## src/rtl/mem_port_arbiter_if.sv

```systemverilog
// Signal bundle between the core's fetch/data ports, the arbiter and the unified memory.
// The arbiter takes the slave view; the core and memory side take the master view.
interface mem_port_arbiter_if #(
  parameter int AW = 32,
  parameter int DW = 32
);
  logic          i_req;
  logic [AW-1:0] i_addr;
  logic          i_abort;
  logic          i_done;
  logic [DW-1:0] i_rdata;

  logic            d_req;
  logic            d_we;
  logic [AW-1:0]   d_addr;
  logic [DW-1:0]   d_wdata;
  logic [DW/8-1:0] d_wstrb;
  logic            d_done;
  logic [DW-1:0]   d_rdata;

  logic            mem_req;
  logic            mem_we;
  logic [AW-1:0]   mem_addr;
  logic [DW-1:0]   mem_wdata;
  logic [DW/8-1:0] mem_wstrb;
  logic            mem_ack;
  logic [DW-1:0]   mem_rdata;

  modport slave (
    input  i_req, i_addr, i_abort,
    output i_done, i_rdata,
    input  d_req, d_we, d_addr, d_wdata, d_wstrb,
    output d_done, d_rdata,
    output mem_req, mem_we, mem_addr, mem_wdata, mem_wstrb,
    input  mem_ack, mem_rdata
  );

  modport master (
    output i_req, i_addr, i_abort,
    input  i_done, i_rdata,
    output d_req, d_we, d_addr, d_wdata, d_wstrb,
    input  d_done, d_rdata,
    input  mem_req, mem_we, mem_addr, mem_wdata, mem_wstrb,
    output mem_ack, mem_rdata
  );
endinterface

```

## src/rtl/mem_port_arbiter.sv

```systemverilog
// Arbitrates one single-port memory between instruction fetch and the memory stage.
// Data port has priority; a streak counter bounds how long a pending fetch can wait.
module mem_port_arbiter #(
  parameter int AW           = 32,
  parameter int DW           = 32,
  parameter int MAX_D_STREAK = 4
) (
  input logic              clk,
  input logic              rst_n,
  mem_port_arbiter_if.slave bus
);

  localparam int SW = DW / 8;
  localparam logic [3:0] MAX_STREAK = 4'(MAX_D_STREAK);

  typedef enum logic [1:0] {
    IDLE   = 2'd0,
    BUSY_I = 2'd1,
    BUSY_D = 2'd2
  } arbStateT;

  arbStateT   stateQ, stateD;
  logic [3:0] dStreak;
  logic       abortPending;

  logic iElig, dElig;
  logic grantI, grantD;
  logic ackI, ackD;

  // NOTE: every signal written here gets a default first, so no path leaves
  // a value unassigned and no latch is inferred.
  always_comb begin
    stateD = stateQ;
    grantI = 1'b0;
    grantD = 1'b0;
    ackI   = 1'b0;
    ackD   = 1'b0;
    // A port completing this cycle sits out so it can drop or retarget its request.
    iElig  = bus.i_req && !bus.i_abort && !bus.i_done;
    dElig  = bus.d_req && !bus.d_done;

    unique case (stateQ)
      IDLE: begin
        if (dElig && (!iElig || (dStreak < MAX_STREAK))) begin
          grantD = 1'b1;
          stateD = BUSY_D;
        end else if (iElig) begin
          grantI = 1'b1;
          stateD = BUSY_I;
        end
      end
      BUSY_I: begin
        if (bus.mem_ack) begin
          ackI   = 1'b1;
          stateD = IDLE;
        end
      end
      BUSY_D: begin
        if (bus.mem_ack) begin
          ackD   = 1'b1;
          stateD = IDLE;
        end
      end
      default: stateD = IDLE;
    endcase
  end

  // NOTE: sequential state uses non-blocking assignments only, so every
  // register samples pre-edge values regardless of statement order.
  always_ff @(posedge clk) begin
    if (!rst_n) begin
      stateQ        <= IDLE;
      dStreak       <= '0;
      abortPending  <= 1'b0;
      bus.mem_req   <= 1'b0;
      bus.mem_we    <= 1'b0;
      bus.mem_addr  <= '0;
      bus.mem_wdata <= '0;
      bus.mem_wstrb <= '0;
      bus.i_done    <= 1'b0;
      bus.d_done    <= 1'b0;
      bus.i_rdata   <= '0;
      bus.d_rdata   <= '0;
    end else begin
      stateQ     <= stateD;
      bus.i_done <= 1'b0;
      bus.d_done <= 1'b0;

      if (grantD) begin
        bus.mem_req   <= 1'b1;
        bus.mem_we    <= bus.d_we;
        bus.mem_addr  <= bus.d_addr;
        bus.mem_wdata <= bus.d_wdata;
        bus.mem_wstrb <= bus.d_we ? bus.d_wstrb : {SW{1'b1}};
        if (!bus.i_req) begin
          dStreak <= '0;
        end else if (dStreak != MAX_STREAK) begin
          dStreak <= 4'(dStreak + 4'd1);
        end
      end

      if (grantI) begin
        bus.mem_req   <= 1'b1;
        bus.mem_we    <= 1'b0;
        bus.mem_addr  <= bus.i_addr;
        bus.mem_wdata <= '0;
        bus.mem_wstrb <= {SW{1'b1}};
        dStreak       <= '0;
      end

      // An aborted fetch still runs to mem_ack; only its result is dropped.
      if (ackI) begin
        bus.mem_req  <= 1'b0;
        abortPending <= 1'b0;
        if (!abortPending && !bus.i_abort) begin
          bus.i_done  <= 1'b1;
          bus.i_rdata <= bus.mem_rdata;
        end
      end else if ((stateQ == BUSY_I) && bus.i_abort) begin
        abortPending <= 1'b1;
      end

      if (ackD) begin
        bus.mem_req <= 1'b0;
        bus.d_done  <= 1'b1;
        if (!bus.mem_we) begin
          bus.d_rdata <= bus.mem_rdata;
        end
      end
    end
  end

endmodule

```

## src/flat_wrapper.sv

```systemverilog
// flat-port wrapper written by rule: the top's interface ports become plain ports
module mem_port_arbiter_flat 
#(
  parameter int AW           = 32,
  parameter int DW           = 32,
  parameter int MAX_D_STREAK = 4
)
  (clk, rst_n, bus_i_req, bus_i_addr, bus_i_abort, bus_i_done, bus_i_rdata, bus_d_req, bus_d_we, bus_d_addr, bus_d_wdata, bus_d_wstrb, bus_d_done, bus_d_rdata, bus_mem_req, bus_mem_we, bus_mem_addr, bus_mem_wdata, bus_mem_wstrb, bus_mem_ack, bus_mem_rdata);
  mem_port_arbiter_if #(.AW(AW), .DW(DW)) bus_i ();
  input logic clk;
  input logic rst_n;
  input wire logic [$bits(bus_i.i_req)-1:0] bus_i_req;
  input wire logic [$bits(bus_i.i_addr)-1:0] bus_i_addr;
  input wire logic [$bits(bus_i.i_abort)-1:0] bus_i_abort;
  output wire logic [$bits(bus_i.i_done)-1:0] bus_i_done;
  output wire logic [$bits(bus_i.i_rdata)-1:0] bus_i_rdata;
  input wire logic [$bits(bus_i.d_req)-1:0] bus_d_req;
  input wire logic [$bits(bus_i.d_we)-1:0] bus_d_we;
  input wire logic [$bits(bus_i.d_addr)-1:0] bus_d_addr;
  input wire logic [$bits(bus_i.d_wdata)-1:0] bus_d_wdata;
  input wire logic [$bits(bus_i.d_wstrb)-1:0] bus_d_wstrb;
  output wire logic [$bits(bus_i.d_done)-1:0] bus_d_done;
  output wire logic [$bits(bus_i.d_rdata)-1:0] bus_d_rdata;
  output wire logic [$bits(bus_i.mem_req)-1:0] bus_mem_req;
  output wire logic [$bits(bus_i.mem_we)-1:0] bus_mem_we;
  output wire logic [$bits(bus_i.mem_addr)-1:0] bus_mem_addr;
  output wire logic [$bits(bus_i.mem_wdata)-1:0] bus_mem_wdata;
  output wire logic [$bits(bus_i.mem_wstrb)-1:0] bus_mem_wstrb;
  input wire logic [$bits(bus_i.mem_ack)-1:0] bus_mem_ack;
  input wire logic [$bits(bus_i.mem_rdata)-1:0] bus_mem_rdata;
  assign bus_i.i_req = bus_i_req;
  assign bus_i.i_addr = bus_i_addr;
  assign bus_i.i_abort = bus_i_abort;
  assign bus_i_done = bus_i.i_done;
  assign bus_i_rdata = bus_i.i_rdata;
  assign bus_i.d_req = bus_d_req;
  assign bus_i.d_we = bus_d_we;
  assign bus_i.d_addr = bus_d_addr;
  assign bus_i.d_wdata = bus_d_wdata;
  assign bus_i.d_wstrb = bus_d_wstrb;
  assign bus_d_done = bus_i.d_done;
  assign bus_d_rdata = bus_i.d_rdata;
  assign bus_mem_req = bus_i.mem_req;
  assign bus_mem_we = bus_i.mem_we;
  assign bus_mem_addr = bus_i.mem_addr;
  assign bus_mem_wdata = bus_i.mem_wdata;
  assign bus_mem_wstrb = bus_i.mem_wstrb;
  assign bus_i.mem_ack = bus_mem_ack;
  assign bus_i.mem_rdata = bus_mem_rdata;
  mem_port_arbiter #(.AW(AW), .DW(DW), .MAX_D_STREAK(MAX_D_STREAK)) u_core (.clk(clk), .rst_n(rst_n), .bus(bus_i));
endmodule
```

## config.mk

```make
export PLATFORM = sky130hd
export DESIGN_NAME = mem_port_arbiter_flat
export DESIGN_NICKNAME = d
export VERILOG_FILES = /design/src/rtl/mem_port_arbiter_if.sv /design/src/rtl/mem_port_arbiter.sv /design/src/flat_wrapper.sv
export SDC_FILE = /design/constraint.sdc
export NUM_CORES = 1
export LEC_CHECK = 0
export ABC_AREA = 1
export CORE_MARGIN = 4
export CORE_UTILIZATION = 32
export CTS_BUF_LIST = sky130_fd_sc_hd__clkbuf_4
export DETAILED_ROUTE_END_ITERATION = 10
export GPL_ROUTABILITY_DRIVEN = 0
export PLACE_DENSITY_LB_ADDON = 0.2
export SYNTH_ARGS = -nofsm -noshare
export SYNTH_HDL_FRONTEND = slang
export SYNTH_SLANG_ARGS = --single-unit
```

## constraint.sdc

```tcl
create_clock -name clk -period 1.9 [get_ports clk]
set_input_delay 0.285 -clock clk [delete_from_list [all_inputs] [get_ports clk]]
set_output_delay 0.285 -clock clk [all_outputs]
set_load 0.01 [all_outputs]
```

Word level (Yosys, flattened, before mapping):

Index checks and enable logic that the tools add are counted.
Widths: inputs -> output; s select.

* bitwise gates (word level): 2
* magnitude comparators: 1
* $add $sub $neg: 1
* reduce and logical (&&, ||, !) cells: 23
* multiplexer cells: 23
* equality and inequality tests: 6

Operators by type and width (number)
* $mux 32: 2
* $mux 4: 5
* $mux 1: 12
* $reduce_and 2->1: 5
* $logic_and 1x1->1: 6
* $mux 2: 3
* $reduce_or 2->1: 3
* $logic_not 1->1: 5
* $add 4x1->4 const B: 1
* $lt 4x3->1 const B: 1
* $ne 2x1->1 const B: 2
* $ne 4x3->1 const B: 1
* $pmux 2 s2: 1
* $ne 3x1->1 const B: 1
* $reduce_or 3->1: 1
* $eq 2x1->1 const B: 1
* $eq 2x2->1 const B: 1
* $logic_not 2->1: 1
* $not 1->1: 2
* $reduce_bool 2->1: 1
* $logic_or 1x1->1: 1

* register bits after elaboration: 143
* logic and storage cells: 68
* input port bits: 139
* output and inout port bits: 136

Depth between registers and ports, before layout:

Gate-level depths: netlist (run 1).

* depth in word-level cells: 10
* mapped depth: 9
* depth with buffers taken out: 7

Least setup slack after synthesis (run 1):

Ideal clock, no wire load.

* path type: register -> register
* start: reg u_core.stateQ[0]
* end: reg u_core.dStreak[3]
* required time: 1.834 ns
* path slack: 0.499 ns
* setup time: 0.066 ns
* arrival: 1.335 ns
* stages on the path, launching flop included: 9
* buffers on the path: 2
* period minus slack after synthesis: 1.401 ns
* cells stage by stage: dfxtp_1 > inv_1 > ha_1 > buf_2 > buf_2 > nand4_1 > inv_1 > nand2_1 > a21oi_2

* cells in the longest elaborated chain, start to end: 3
* elaborated cells on any way between the ends: 5
* those cells by class: mux: 2; reduce/logical: 3

Ends and longest elaborated chain
* from (decl): line mem_port_arbiter.sv:22 `arbStateT stateQ, stateD;`
* from (signal assigned): line mem_port_arbiter.sv:85 `stateQ <= stateD;`
* $logic_not 2->1 (*): line mem_port_arbiter.sv:42 `unique case (stateQ)`
* $mux 1: line mem_port_arbiter.sv:42
* $reduce_and 2->1 (no source line) / $reduce_or 2->1 (equally long branches)
* to (signal assigned): line mem_port_arbiter.sv:98 `dStreak <= 4'(dStreak + 4'd1);`
* to (decl): line mem_port_arbiter.sv:23 `logic [3:0] dStreak;`

Mark *: on every way between the ends. The rest lies on a longest branch, timed or not.
A chain may end at the register's enable or synchronous reset.

Final worst setup path (run 1):

* start: reg u_core.bus.d_done
* end: out bus_d_done

RTL lines
* from (decl): line mem_port_arbiter_if.sv:33 `output d_done, d_rdata,`
* from (signal assigned): line mem_port_arbiter.sv:81 `bus.d_done <= 1'b0;`
* from (signal assigned): line mem_port_arbiter.sv:87 `bus.d_done <= 1'b0;`
* from (signal assigned): line mem_port_arbiter.sv:125 `bus.d_done <= 1'b1;`
* to (decl): line flat_wrapper.sv:22 `output wire logic [$bits(bus_i.d_done)-1:0] bus_d_done;`

No word-level cell between the ends.

==> impl_metrics.yaml, run 1 <==
floorplan:
  die_h_um: 144
  fp.dieW_um: 144
  design.core.area_um2: 18000
  io_pins: 275
  die_area_um2: 20700
  num_rows: 49
  start_util_pct: 32.7
final_layout:
  syn_to_final_growth_pct: 56.7
  layoutNonFillerInstCount: 1280
  nNetsFinal: 1180
  drive_above_1_share_pct: 8.96
  final_area_um2: 9250
setup_path:
  cp.depth: 1
  critical-path-slowest-cell: "clkdlybuf4s50_1"
  path_delay_family: "buffers and inverters"
  reg2reg_slack_ps: 280
  endpoint: "bus_d_done"
  crit_type: "flip-flop to primary output"
  required_ps: 1620
  r2r-start: "u_core.stateQ[0]$_SDFFE_PN0P_"
  cp_slowest_stage_delay_ps: 600
  rr_worst_depth: 7
  startpoint: "u_core.bus.d_done$_SDFF_PN0_"
  crit_path_max_fanout: 3
  rr_endpoint: "u_core.bus.mem_addr[24]$_SDFFE_PN0P_"
  crit_buf_inv: 1
  critPathLaunchType: "flip-flop"
  crit_chain: "clkdlybuf4s50_1"
  arrival_ps: 1520
  setup.worst_path.end_class: "primary output"
cts:
  cts_tree: "done"
  post_cts_buffers: 0
  clk_path_buf_depth: 2
  clockRootBuffer: "clkbuf_4"
  clock_latency_ps: 530
  hold_buffers: 0
  path_clk_slew_ps: 130
  ctsResizeCount: 0
  cts-buffers-inserted: 17
  cts_htree_levels: 4
  cts.sinks: 143
synth:
  synthArstFlopShare_pct: 0
  ys_top_cells_by_area: "dfxtp_1 (49%), nor2_1 (8.9%), nand2_1 (7.4%)"
  synth_cell_types: 31
  synth_enable_flop_cells: 0
  synth_seq_area_share_pct: 48.5
  avgSynthCellArea_um2: 7.66
  yosys_warnings: 0
  yosysTopAreaCell: "dfxtp_1"
  syn_inst: 770
  yosysTopAreaCellShare_pct: 48.5
  mappedNetlistArea_um2: 5900
  synth_nets: 914
  ys.flop_type: "dfxtp_1"
  synth-seq-cells: 143
global_route:
  grt_max_degree: 54
  grt_pass1_wl_um: 29700
  grt_pass1_vias: 5823
  gr-total-overflow: 0
  antenna_found_initial: 2
  groute.usage.overall_pct: 17.9
sta:
  fmax_mhz: 553
  report.final.slew_viol_count: 0
  grt_setup_unrepaired: "no"
  hold_viol_final: 0
  fin_setup_tns_ps: 0
  fin_crit_ps: 1810
  worstMarginPinSlew_ps: 547
  relSlewSlack_pct: 63.3
  skew_ps: 30.8
  finalCritPeriodShare_pct: 95.2
  setup_violations: 0
  holdWs_ps: 260
drt:
  dr.pass1.iters: 4
  dr_total_vias: 5943
  wl_um: 19200
  drt_iter0_markers: 244
  wl_per_cell_um: 15.0
  vias_per_cell: 4.64
  antenna_left: 0
  drc: 0
place:
  dp_cells: 1246
  portBuffers: 274
  placed_area_um2: 8940
  dp_hpwl_um: 13500
power:
  power_density_nw_per_um2: 740
  p_leak_nw: 3.70
  irDropWorstVdd_mv: 0.636
outcome:
  outcome: "complete, no violations"
flow_run:
  maxCapViolations: 0
min_path:
  min-delay-path-class: "input pin to flip-flop"
## cell usage in the layout, fill, tap and decap left out, types with 4 or more instances in the layout
master and instances:
dfxtp_1 143, nand2_1 116, nor3_1 4, buf_4 20, o21ai_1 5, clkdlybuf4s50_1 273, nand3_1 67, o21ai_0 64
nand4_1 34, a21oi_2 21, clkbuf_4 18, clkinv_1 4, a21oi_1 52, buf_12 9, nor2_1 139, inv_1 47
ha_1 4
## through the flow
| stage | utilization (%) | power (W) | worst slack [ps] |
|---|---|---|---|
| CTS | 51.3 | 0.00696 | 23.0 |
| global placement | 49.6 | 0.00485 | 53.2 |
| finish | 51.3 | 0.00684 | 90.8 |
| global route | 51.3 | 0.00723 | 9.02 |
| detailed placement | 49.6 | 0.00486 | 21.0 |
| floorplan | - | 0.00400 | 499 |
## routing by layer
layer	global-route usage, %	routed length, um	vias to the layer above
met5	0	12	-
met4	4.21	282	2
met3	7.62	2030	17
met2	29.5	8870	196
met1	21.7	8040	2675
li1	-	-	3053
## worst min-delay path by stage
stage | cells past startpoint | endpoint | slack, ps | from
CTS | 3 | u_core.bus.mem_addr[6]$_SDFFE_PN0P_ | 220 | rst_n
global placement | 2 | u_core.bus.mem_wdata[25]$_SDFFE_PP0P_ | 450 | u_core.bus.mem_wdata[25]$_SDFFE_PP0P_
finish | 3 | u_core.bus.mem_addr[6]$_SDFFE_PN0P_ | 260 | rst_n
global route | 3 | u_core.bus.mem_addr[6]$_SDFFE_PN0P_ | 210 | rst_n
floorplan | 2 | u_core.bus.d_rdata[0]$_SDFFE_PN0P_ | 420 | bus_mem_rdata[0]
detailed placement | 2 | u_core.bus.mem_wdata[28]$_SDFFE_PP0P_ | 460 | u_core.bus.mem_wdata[28]$_SDFFE_PP0P_
## Yosys cell counts (2+ instances only)
cell      number
a21oi_1       52
nand4_1       34
nand3_1       67
o21ai_0       64
inv_2          3
ha_1           5
buf_4          2
buf_6          7
buf_2         18
o21ai_1        5
nand2_1      116
a21oi_2       21
buf_1          3
nor3_1         4
dfxtp_1      143
nor2_1       140
buf_12         2
inv_1         47
nand3_4        2
clkbuf_1      24
## cells by family after synthesis
logic type / after synthesis / synth area share (%)
flip-flops: 143 / 48.5
AO/OA/AOI/OAI: 144 / 13.8
AND/OR/NAND/NOR: 369 / 27.6
buffers and inverters: 107 / 8.76
XOR/XNOR: 2 / 0.297
adder cells (fa/ha/maj): 5 / 1.06
## flip-flops by register name, summed over array words and instances, names as in the netlist
name                  cells
u_core.abortPending       1
u_core.bus.d_done         1
u_core.bus.d_rdata       32
u_core.bus.i_done         1
u_core.bus.i_rdata       32
u_core.bus.mem_addr      32
u_core.bus.mem_req        1
u_core.bus.mem_wdata     32
u_core.bus.mem_we         1
u_core.bus.mem_wstrb      4
u_core.dStreak            4
u_core.stateQ             2
## where the power goes
group          switching [W]  leakage [nW]  internal [W]
combinational       0.000700          2.38      0.000800
sequential         0.0000953          1.17       0.00318
clock                0.00114         0.156      0.000926
total                0.00193          3.70       0.00491
## final cells by class
class | count | area [um2]
inverter | 51 | 191
clock buffer | 18 | 135
antenna | 2 | 5.00
tap | 229 | 287
clock inverter | 14 | 165
sequential | 143 | 2860
multi-input combinational | 520 | 2530
fill | 1802 | 8780
timing repair buffer | 303 | 3070
Power figures use the tool's default switching activity.
==> inputs of run 2 (changes only) <==
--- a/config.mk
+++ b/config.mk
@@ -6,6 +6,7 @@
 export NUM_CORES = 1
 export LEC_CHECK = 0
 export ABC_AREA = 1
+export CAP_MARGIN = 20
 export CORE_MARGIN = 4
 export CORE_UTILIZATION = 32
 export CTS_BUF_LIST = sky130_fd_sc_hd__clkbuf_4
==> results of run 2 <==
No change in the layout: final DEF, timing and power equal those of run 1.
==> inputs of run 3 (changes only) <==
--- a/config.mk
+++ b/config.mk
@@ -13,6 +13,8 @@
 export DETAILED_ROUTE_END_ITERATION = 10
 export GPL_ROUTABILITY_DRIVEN = 0
 export PLACE_DENSITY_LB_ADDON = 0.2
+export RECOVER_POWER = 100
+export SLEW_MARGIN = 15
 export SYNTH_ARGS = -nofsm -noshare
 export SYNTH_HDL_FRONTEND = slang
 export SYNTH_SLANG_ARGS = --single-unit
==> impl_metrics.yaml, run 3 (same netlist as run 1, synthesis figures left out) <==
outcome:
  outcome: "complete, no violations"
setup_path:
  required_ps: 1620
  path_delay_family: "buffers and inverters"
  crit_buf_inv: 1
  crit_type: "flip-flop to primary output"
  arrival_ps: 1520
  critical-path-slowest-cell: "clkdlybuf4s50_1"
  crit_path_max_fanout: 3
  crit_chain: "clkdlybuf4s50_1"
  cp_slowest_stage_delay_ps: 600
  critPathLaunchType: "flip-flop"
  setup.worst_path.end_class: "primary output"
final_layout:
  seq_area_um2: 2860
  drive_above_1_share_pct: 6.77
  final_area_um2: 9120
  nNetsFinal: 1180
  fillers: 1829
  layoutNonFillerInstCount: 1280
  syn_to_final_growth_pct: 54.5
  final_common_cell: "clkdlybuf4s50_1"
  multi_input_area_um2: 2430
  layout_common_cells: "clkdlybuf4s50_1 (232), dfxtp_1 (143), nor2_1 (140), nand2_1 (116), a21oi_1 (73)"
drt:
  dr.pass1.iters: 4
  antenna_left: 0
  drt_iter0_markers: 246
  wl_um: 19200
  drc: 0
  vias_per_cell: 4.68
  dr_total_vias: 5984
  wl_per_cell_um: 15.0
floorplan:
  die_h_um: 144
  io_pins: 275
  die_area_um2: 20700
  fp.dieW_um: 144
  start_util_pct: 32.7
  num_rows: 49
  design.core.area_um2: 18000
cts:
  cts_htree_levels: 4
  post_cts_buffers: 0
  clockRootBuffer: "clkbuf_4"
  clk_path_buf_depth: 2
  cts_tree: "done"
  ctsResizeCount: 0
  cts-buffers-inserted: 17
  hold_buffers: 0
  cts.sinks: 143
  path_clk_slew_ps: 130
  clock_latency_ps: 530
global_route:
  groute.usage.overall_pct: 17.9
  grt_pass1_wl_um: 29700
  grt_pass1_vias: 5823
  grt_max_degree: 54
  gr-total-overflow: 0
  antenna_found_initial: 2
power:
  irDropWorstVdd_mv: 0.636
  p_total_w: 0.00679
  p_leak_nw: 3.81
  power_density_nw_per_um2: 745
flow_run:
  maxCapViolations: 0
sta:
  fin_setup_tns_ps: 0
  worst_slack_ps: 91.5
  worstMarginPinSlew_ps: 622
  skew_ps: 29.1
  setup_violations: 0
  grt_setup_unrepaired: "no"
  hold_viol_final: 0
  report.final.slew_viol_count: 0
  relSlewSlack_pct: 58.5
  fmax_mhz: 553
  finalCritPeriodShare_pct: 95.2
  fin_crit_ps: 1810
place:
  dp_hpwl_um: 13500
  placed_area_um2: 8940
  portBuffers: 274
  dp_cells: 1246
  dp_slack_ps: 21.0
min_path:
  min-delay-path-class: "input pin to flip-flop"
==> run 3: layout make-up <==
type	instances	area share, %
Antenna cell	2	0.0549
Sequential cell	143	31.4
Tap cell	229	3.14
Clock inverter	14	1.81
Multi-Input combinational cell	520	26.7
Timing Repair Buffer	303	33.3
Clock buffer	18	1.48
Inverter	51	2.10
==> run 3: per-stage QoR <==
step                      utilization (%)  hold WS (ps)
final                                50.6           265
after floorplan                         -           420
after detailed placement             49.6           456
after global routing                 50.6           213
after global placement               49.6           451
after CTS                            51.3           216
==> run 3: power breakdown <==
part / internal [W] / leakage (nW) / switching (W)
clock network: 0.000926 / 0.156 / 0.00114
logic: 0.000769 / 2.49 / 0.000681
registers: 0.00318 / 1.17 / 0.0000928
==> run 3: worst paths after layout <==
| path | cells past startpoint | startpoint | to | slack [ps] |
|---|---|---|---|---|
| worst min-delay path | 3 | rst_n | u_core.bus.mem_addr[6]$_SDFFE_PN0P_ | 270 |
| worst max register to register | 6 | u_core.dStreak[2]$_SDFFE_PP0P_ | u_core.bus.mem_addr[2]$_SDFFE_PN0P_ | 180 |
| worst min register to register | 2 | u_core.bus.mem_wdata[28]$_SDFFE_PP0P_ | u_core.bus.mem_wdata[28]$_SDFFE_PP0P_ | 470 |
| worst max-delay path | 1 | u_core.bus.d_done$_SDFF_PN0_ | bus_d_done | 90 |
==> run 3: metal layers <==
metal | share of wire (%) | global-route usage [%] | up-vias | wire (um)
met3 | 10 | 7.62 | 25 | 2000
met5 | 0.062 | 0 | - | 12
met4 | 1.6 | 4.21 | 2 | 314
met1 | 42 | 21.7 | 2690 | 8050
li1 | - | - | 3055 | -
met2 | 46 | 29.5 | 212 | 8840
